<file path="src/rtl/cb_arbiter.sv">
// cb_arbiter
//   Folds circuit-breaker requests from NREQ sources into the order book's
//   single cb_mode/cb_param/cb_load port. The most severe pending request wins
//   (ties go to the lowest index). A freshly issued command is protected from
//   equal/weaker requests for MIN_HOLD cycles. The arbiter falls back to IDLE
//   when the order book reports the breaker has self-healed (cb_active low).
//   clear_all forces NORMAL from any state.
//
//   Optional feature: define CBARB_ESCALATE_EN to enable THROTTLE->PAUSE
//   escalation. With it enabled, ESC_THRESH winning THROTTLE requests while
//   THROTTLE is held are escalated to PAUSE. The ESC_THRESH parameter only
//   exists in that build.
module cb_arbiter #(
  parameter int NREQ     = 3,
  parameter int MIN_HOLD = 16
`ifdef CBARB_ESCALATE_EN
  ,
  parameter int ESC_THRESH = 4
`endif
) (
  input  logic              clk,
  input  logic              rst_n,
  input  logic [NREQ-1:0]   req_valid,
  input  logic [2*NREQ-1:0] req_mode,
  input  logic [8*NREQ-1:0] req_param,
  input  logic              clear_all,
  input  logic              cb_active,
  output logic [NREQ-1:0]   req_ack,
  output logic [NREQ-1:0]   req_drop,
  output logic [1:0]        cb_mode,
  output logic [7:0]        cb_param,
  output logic              cb_load,
  output logic [1:0]        cur_sev,
  output logic              busy,
  output logic [7:0]        issue_cnt
);

  localparam int IW = (NREQ > 1) ? $clog2(NREQ) : 1;
  localparam int HW = (MIN_HOLD > 1) ? $clog2(MIN_HOLD + 1) : 1;

  typedef enum logic [1:0] {
    S_IDLE    = 2'd0,
    S_ISSUE   = 2'd1,
    S_HOLD    = 2'd2,
    S_ENGAGED = 2'd3
  } state_t;

  state_t          state;
  state_t          next_state;

  logic            win_vld;
  logic [IW-1:0]   win_idx;
  logic [1:0]      win_sev;
  logic [1:0]      win_mode;
  logic [7:0]      win_param;

  logic            do_ack;
  logic            do_drop;
  logic            do_issue;
  logic            do_heal;
  logic            clr_eff;
  logic [1:0]      dec_mode;
  logic [7:0]      dec_param;

  logic [IW-1:0]   owner;
  logic [HW-1:0]   hold_cnt;
  logic            clr_pend;

`ifdef CBARB_ESCALATE_EN
  logic [2:0]      esc_cnt;
  logic            esc_inc;
  logic            esc_hit;
`endif

  // Mode code doubles as severity: NORMAL < THROTTLE < WIDEN < PAUSE.
  function automatic logic [1:0] sev_of(input logic [1:0] mode);
    return mode;
  endfunction

  // Saturating 8-bit increment for the issue counter.
  function automatic logic [7:0] sat_inc8(input logic [7:0] v);
    return (v == 8'hFF) ? v : v + 8'd1;
  endfunction

  // Winner selection: highest severity among valid requests, lowest index on a tie.
  always_comb begin
    win_vld   = 1'b0;
    win_idx   = '0;
    win_sev   = 2'd0;
    win_mode  = 2'd0;
    win_param = 8'd0;
    for (int i = 0; i < NREQ; i++) begin
      if (req_valid[i] && (!win_vld || (sev_of(req_mode[2*i +: 2]) > win_sev))) begin
        win_vld   = 1'b1;
        win_idx   = IW'(i);
        win_sev   = sev_of(req_mode[2*i +: 2]);
        win_mode  = req_mode[2*i +: 2];
        win_param = req_param[8*i +: 8];
      end
    end
  end

  // Decision logic: ack/drop of the winner, issue request and self-heal.
  always_comb begin
    do_ack    = 1'b0;
    do_drop   = 1'b0;
    do_issue  = 1'b0;
    do_heal   = 1'b0;
    dec_mode  = win_mode;
    dec_param = win_param;
`ifdef CBARB_ESCALATE_EN
    esc_inc   = 1'b0;
    esc_hit   = 1'b0;
`endif
    // A clear seen while ISSUE was showing its load is replayed on the next cycle.
    clr_eff   = clear_all | clr_pend;
    case (state)
      S_IDLE: begin
        if (clr_eff) begin
          do_drop   = win_vld;
          do_issue  = 1'b1;
          dec_mode  = 2'b00;
          dec_param = 8'h00;
        end else if (win_vld) begin
          // NORMAL while already idle is accepted but needs no load.
          do_ack   = 1'b1;
          do_issue = (win_sev != 2'd0);
        end
      end
      S_HOLD, S_ENGAGED: begin
        if (clr_eff) begin
          do_drop   = win_vld;
          do_issue  = 1'b1;
          dec_mode  = 2'b00;
          dec_param = 8'h00;
        end else if (win_vld) begin
`ifdef CBARB_ESCALATE_EN
          esc_inc = (win_mode == 2'b01) && (cur_sev == 2'd1);
          esc_hit = esc_inc && (({1'b0, esc_cnt} + 4'd1) >= 4'(ESC_THRESH));
`endif
          if (win_sev > cur_sev) begin
            do_ack   = 1'b1;
            do_issue = 1'b1;
          end else if ((state == S_ENGAGED) &&
                       ((win_sev == cur_sev) ||
                        ((win_sev == 2'd0) && (win_idx == owner)))) begin
            // Equal severity refreshes the param; NORMAL releases only from the owner.
            do_ack   = 1'b1;
            do_issue = 1'b1;
          end else begin
            do_drop = 1'b1;
          end
`ifdef CBARB_ESCALATE_EN
          if (esc_hit) begin
            do_ack   = 1'b1;
            do_drop  = 1'b0;
            do_issue = 1'b1;
            dec_mode = 2'b11;
          end
`endif
        end
        // Breaker healed on its own and nothing new was accepted: release.
        if (!clr_eff && !do_ack && !cb_active) begin
          do_heal = 1'b1;
        end
      end
      default: begin
        // ISSUE: load cycle, no arbitration.
      end
    endcase
  end

  // Handshake vectors: only the winner ever sees ack or drop.
  always_comb begin
    req_ack           = '0;
    req_drop          = '0;
    req_ack[win_idx]  = do_ack;
    req_drop[win_idx] = do_drop;
  end

  // Next-state logic.
  always_comb begin
    next_state = state;
    case (state)
      S_IDLE: begin
        if (do_issue) next_state = S_ISSUE;
      end
      S_ISSUE: begin
        next_state = (cb_mode == 2'b00) ? S_IDLE : S_HOLD;
      end
      S_HOLD: begin
        if (do_issue)              next_state = S_ISSUE;
        else if (do_heal)          next_state = S_IDLE;
        else if (hold_cnt == '0)   next_state = S_ENGAGED;
      end
      S_ENGAGED: begin
        if (do_issue)              next_state = S_ISSUE;
        else if (do_heal)          next_state = S_IDLE;
      end
      default: next_state = S_IDLE;
    endcase
  end

  // State register.
  always_ff @(posedge clk or negedge rst_n) begin
    if (!rst_n) state <= S_IDLE;
    else        state <= next_state;
  end

  // Issued command, held severity, ownership and hold timer.
  always_ff @(posedge clk or negedge rst_n) begin
    if (!rst_n) begin
      cb_mode   <= 2'b00;
      cb_param  <= 8'h00;
      cb_load   <= 1'b0;
      cur_sev   <= 2'd0;
      issue_cnt <= 8'd0;
      owner     <= '0;
      hold_cnt  <= '0;
      clr_pend  <= 1'b0;
    end else begin
      cb_load <= do_issue;
      if (do_issue) begin
        cb_mode   <= dec_mode;
        cb_param  <= dec_param;
        cur_sev   <= sev_of(dec_mode);
        issue_cnt <= sat_inc8(issue_cnt);
        clr_pend  <= 1'b0;
      end else if (do_heal) begin
        cur_sev <= 2'd0;
      end
      if ((state == S_ISSUE) && clear_all) begin
        clr_pend <= 1'b1;
      end
      if (do_ack) begin
        owner <= win_idx;
      end
      if (state == S_ISSUE) begin
        hold_cnt <= HW'(MIN_HOLD - 1);
      end else if ((state == S_HOLD) && (hold_cnt != '0)) begin
        hold_cnt <= hold_cnt - 1'b1;
      end
    end
  end

`ifdef CBARB_ESCALATE_EN
  // Escalation counter: winning THROTTLE requests while THROTTLE is held.
  always_ff @(posedge clk or negedge rst_n) begin
    if (!rst_n) begin
      esc_cnt <= 3'd0;
    end else if (do_issue && (dec_mode != 2'b01)) begin
      esc_cnt <= 3'd0;
    end else if ((next_state == S_IDLE) && (state != S_IDLE)) begin
      esc_cnt <= 3'd0;
    end else if (esc_inc && (esc_cnt != 3'd7)) begin
      esc_cnt <= esc_cnt + 3'd1;
    end
  end
`endif

  assign busy = (state != S_IDLE);

endmodule
</file>
<file path="config.mk">
export PLATFORM = sky130hd
export DESIGN_NAME = cb_arbiter
export DESIGN_NICKNAME = d
export VERILOG_FILES = /design/src/rtl/cb_arbiter.sv
export SDC_FILE = /design/constraint.sdc
export NUM_CORES = 1
export LEC_CHECK = 0
export CAP_MARGIN = 20
export CELL_PAD_IN_SITES_DETAIL_PLACEMENT = 1
export CELL_PAD_IN_SITES_GLOBAL_PLACEMENT = 1
export CORE_MARGIN = 10
export CORE_UTILIZATION = 37
export DETAILED_ROUTE_END_ITERATION = 8
export PLACE_DENSITY_LB_ADDON = 0.25
export SKIP_LAST_GASP = 1
export SYNTH_ARGS = -nofsm -noshare
export SYNTH_HDL_FRONTEND = slang
export SYNTH_SLANG_ARGS = --single-unit
</file>
<file path="constraint.sdc">
create_clock -name clk -period 21.1 [get_ports clk]
set_clock_uncertainty 0.1 [all_clocks]
set_input_delay 6.33 -clock clk [delete_from_list [all_inputs] [get_ports clk]]
set_output_delay 6.33 -clock clk [all_outputs]
set_load 0.01 [all_outputs]
</file>
# Word-level counts from Yosys, hierarchy flattened
# Index checks and enable logic that the tools add are counted.
# op_classes
n_reduce_logical	31
muxes	50
addsub	2
n_bitwise	4
n_eq_ne	9
n_lt_le_gt_ge	5
# ops
op	count
$mux W8	5
$mux W2	14
$mux W1	24
$mux W5	2
$reduce_bool A2 Y1	5
$logic_and A1 B1 Y1	9
$add A8 B1 Y8 const B	1
$eq A8 B8 Y1 const B	1
$pmux W2 S4	1
$and A3 B3 Y3	2
$gt A2 B2 Y1	3
$logic_not A2 Y1	3
$pmux W1 S2	3
$logic_not A1 Y1	5
$logic_not A5 Y1	1
$reduce_bool A5 Y1	1
$sub A5 B1 Y5 const B	1
$eq A2 B2 Y1	2
$eq A2 B2 Y1 const B	2
$ne A4 B4 Y1 const B	1
$logic_or A1 B1 Y1	3
$lt A2 B3 Y1 const B	1
$ne A3 B3 Y1 const B	1
$reduce_and A3 Y1	1
other kinds (9)	9
# totals
wordCells	110
ff_bits	31
output_inout_bits	28
in_bits	37

# Logic depth before layout (Yosys ltp)
# logic_depth
word_depth	26
ltp_mapped	25
depth_no_buf	22

# Worst setup path after synthesis
# No wires, ideal clock.
# synth_path
path_type	input -> output
from	in req_valid[0]
to	out req_ack[0]
cell_stages	22
path_buffers	3
t_arrival_ns	10.394
required_ns	14.670
slack_ns	4.276
path_cell_list	buf_2 nand2_1 ha_1 and3_1 a211oi_2 clkbuf_1 a21oi_1 ha_1 nor2b_1 a2bb2oi_2 o21ai_2 clkbuf_1 nand2_1 o21ai_0 inv_1 ha_1 a21oi_1 a31o_2 nand2_1 o211ai_4 a21o_1 nor2_1
# synth_between
elab_chain_cells	20
word_cells_on_any_way	37
cone_classes	5 x order compare; 2 x eq/ne; 18 x mux; 1 x bitwise; 11 x reduce/logical
# synth_rtl
element	line	text
start, declared	23	input logic [NREQ-1:0] req_valid,
$mux W2 or $mux W1 (tied branches)	93	if (req_valid[i] && (!win_vld || (sev_of(req_mode[2*i +: 2]) > win_sev))) begin
$gt A2 B2 Y1 or $logic_not A1 Y1 (tied branches)	93	
$logic_or A1 B1 Y1	93	
$logic_and A1 B1 Y1	93	
$mux W2 or $mux W1 (tied branches)	93	
$gt A2 B2 Y1 or $logic_not A1 Y1 (tied branches)	93	
$logic_or A1 B1 Y1	93	
$logic_and A1 B1 Y1	93	
[4 not listed]	n/a	
$logic_and A1 B1 Y1	144	end else if ((state == S_ENGAGED) &&
$mux W1	144	
$mux W1	141	if (win_sev > cur_sev) begin
$mux W1	136	end else if (win_vld) begin
$mux W1	131	if (clr_eff) begin
$mux W1	117	case (state)
$pmux W1 S2	117	
$and A3 B3 Y3 (no line) (*)	n/a	
end, declared	28	output logic [NREQ-1:0] req_ack,
# Every way passes the cells marked *; elsewhere a longest branch is shown, timed or not. The select of a mux whose other input is x is not followed.

# Final worst setup path
# layout_path
from	in req_valid[0]
to	out req_ack[2]
# Same word-level chain as after synthesis.

==> metrics.txt <==
FF+latch count, synth 31; commonest cells after routing, fill and taps aside 64 x clkdlybuf4s50_1, 31 x nand2_1, 31 x dfrtp_1; CP Class input pin to output port; Async SR Flop Fraction 1.00; EDFF count, synth 0; placement row count 27; Rel. slew slack 0.330; WP data required 14.67 ns; CTS tree built; non-filler cells, final roughly 380; Final Slew Violations 0; PD cells 112 nW/um^2; post-synthesis sequential area ratio 0.363; Vias/cell 5.53; maximum vdd ir drop 37.9 uV; Mapped Cells 242; status finished clean; CTS Sinks 31; CTS Buffer Depth 2; Final HPWL DP 5260 um; total power 328 uW; Max Cap Viol 0; number of port buffers 64; Clk Latency, worst-skew pair 0.29 ns; Initial Util 0.386; clock slew at reported path FFs 0.07 ns; Die X 96.0 um; largest net degree at the start of global routing 32; fmax 52.2 MHz; RSZ-0062 raised after global routing false; drt pass-1 iters 4; Main synth FF type dfrtp_1; CTS resizes 0; Antenna Cells 0; root buffer cell clkbuf_8; I/O pins 65; Fin. Hold Viols 0; Critical Path Sink Type output port; Mean Syn Cell Area 8.83 um^2; antenna violations before repair 0; fin crit period 19.17 ns; layout cells sized above 1 0.0658; vias in the first global route ~2300; Worst Tran Pin Value 1.00 ns; All-Layer GR Usage 0.153; Cells after DPL 368; Initial DRC Count 85; # hold bufs at CTS 0; core area 5540 um^2; Layout fillers 675; most common cell after layout, fill and taps aside clkdlybuf4s50_1; Final Setup Violations 0; die footprint between 9000 and 10000 um^2; Yosys cell types 50; static leakage 0.00125 uW; CTS buffer count 5; Nets ~350; Final ANT Viol Nets 0; Vert. Die Dim 96.0 um; Area Overhead vs Synth 37.7%; arrival time worst endpoint approximately 13 ns; fin util 0.531; yosys warns 0; wire per inst about 18 um; Post-Syn Area 2140 um^2; DRC Markers 0; CP Launch Type input pin; critical-path maximum fanout 26; postcts setup bufs 0; via count about 2100; GPL Wtd Cong ~0.8; Mapped Nets 288; Routed WL around 6700 um; first-pass GRT wire length 11100 um; Min-Delay Path Class register to register; setup TNS 0 ns; Final Cycle Share 0.909; Congestion Overflow GR 0; CTS H-tree lvls 2
==> layer usage <==
| layer | up-vias | track usage | part of all wire |
|---|---|---|---|
| li1 | 1004 | - | - |
| met1 | 1005 | 0.177 | 0.43 |
| met2 | 62 | 0.258 | 0.47 |
| met3 | 9 | 0.0537 | 0.083 |
| met4 | 0 | 0.0479 | 0.014 |
| met5 | - | 0 | 0 |
==> cell type report <==
class                   instances  area, um^2  share of cell area
multi-input cells             186        1250               0.426
flip-flops and latches         31         776               0.264
repair buffers                 65         648               0.220
well taps                      72        90.1              0.0306
clock buffers                   6        82.6              0.0281
inverters                      14        57.6              0.0196
clock inverters                 2        35.0              0.0119
==> cells by family (layout without fill, tap and decap cells) <==
family	after synthesis	count (layout)	share of synthesized area
compound gates	58	58	0.209
simple gates	98	98	0.226
mux	13	13	0.0668
xor+xnor	8	8	0.0328
flops	31	31	0.363
fa+ha+maj	9	9	0.0527
buf+inv	25	87	0.0504
==> sequential cells by signal, indices dropped and copies added, names as in the netlist <==
register and cells:
cb_param 8, issue_cnt 8, hold_cnt 5, cb_mode 2
cur_sev 2, owner 2, state 2, cb_load 1
clr_pend 1
==> power breakdown <==
part | switching [uW] | internal, uW
sequential | 21.7 | 81.0
clock | 24.8 | 38.2
combinational | 85.2 | 77.5
==> stage by stage <==
stage / setup WS [ns] / hold slack [ns] / area, um^2
3_3_place_gp: 2.16 / 0.366 / 2820
5_1_grt: 1.34 / 0.410 / 2940
3_5_place_dp: 1.85 / 0.378 / 2820
6_report: 1.93 / 0.384 / 2940
2_1_floorplan: 4.28 / 0.368 / 2140
4_1_cts: 1.84 / 0.395 / 2940
==> synth_stat cells (2+ instances only) <==
| library cell | instances | share of area |
|---|---|---|
| dfrtp_1 | 31 | 0.36 |
| nand2_1 | 31 | 0.054 |
| nor2_1 | 20 | 0.035 |
| nand3_1 | 16 | 0.037 |
| inv_1 | 13 | 0.023 |
| a21oi_1 | 10 | 0.023 |
| mux2_1 | 10 | 0.053 |
| o21ai_0 | 10 | 0.023 |
| a311oi_1 | 9 | 0.037 |
| clkbuf_1 | 9 | 0.016 |
| ha_1 | 9 | 0.053 |
| nor3_1 | 7 | 0.016 |
| xor2_1 | 6 | 0.025 |
| and3_1 | 4 | 0.012 |
| o211ai_1 | 4 | 0.014 |
| a21o_1 | 3 | 0.011 |
| mux2i_1 | 3 | 0.014 |
| nand2b_1 | 3 | 0.0088 |
| nor2b_1 | 3 | 0.0088 |
| a31o_2 | 2 | 0.0082 |
| a31oi_1 | 2 | 0.0059 |
| and2_1 | 2 | 0.0059 |
| nand4_1 | 2 | 0.0059 |
| nor4_1 | 2 | 0.0059 |
| o22ai_1 | 2 | 0.0059 |
| o31ai_1 | 2 | 0.0070 |
| o32ai_1 | 2 | 0.0082 |
| or3_1 | 2 | 0.0059 |
| xnor2_1 | 2 | 0.0082 |
==> path summary, 6_finish.rpt <==
check	start	endpoint	slack (ns)	depth (start not counted)
min	issue_cnt[4]$_DFFE_PN0P_	issue_cnt[4]$_DFFE_PN0P_	0.38	1
max in group asynchronous	rst_n	cb_param[1]$_DFFE_PN0P_	14.23	2
min reg2reg	issue_cnt[4]$_DFFE_PN0P_	issue_cnt[4]$_DFFE_PN0P_	0.38	1
max	req_valid[0]	req_ack[2]	1.93	20
max reg2reg	cur_sev[0]$_DFFE_PN0P_	cb_param[1]$_DFFE_PN0P_	18.47	9
min in group asynchronous	rst_n	state[1]$_DFFE_PN0P_	6.35	2
==> critical path, cell delays in order <==
cell             delay [ns]
clkdlybuf4s50_1        0.82
nand2_1                0.22
ha_1                   0.37
and3_1                 0.21
a211oi_2               0.69
a21oi_1                0.20
ha_1                   0.34
nor2b_1                0.15
a2bb2oi_2              0.15
o21ai_2                0.80
mux2i_1                0.39
ha_1                   0.32
nand2b_1               0.15
a21oi_1                0.16
a31o_2                 0.13
nand2_1                0.10
o211ai_4               0.33
a21o_1                 0.30
nor2_1                 0.06
clkdlybuf4s50_1        0.52
Note: power is estimated with default switching activity, not from simulation.
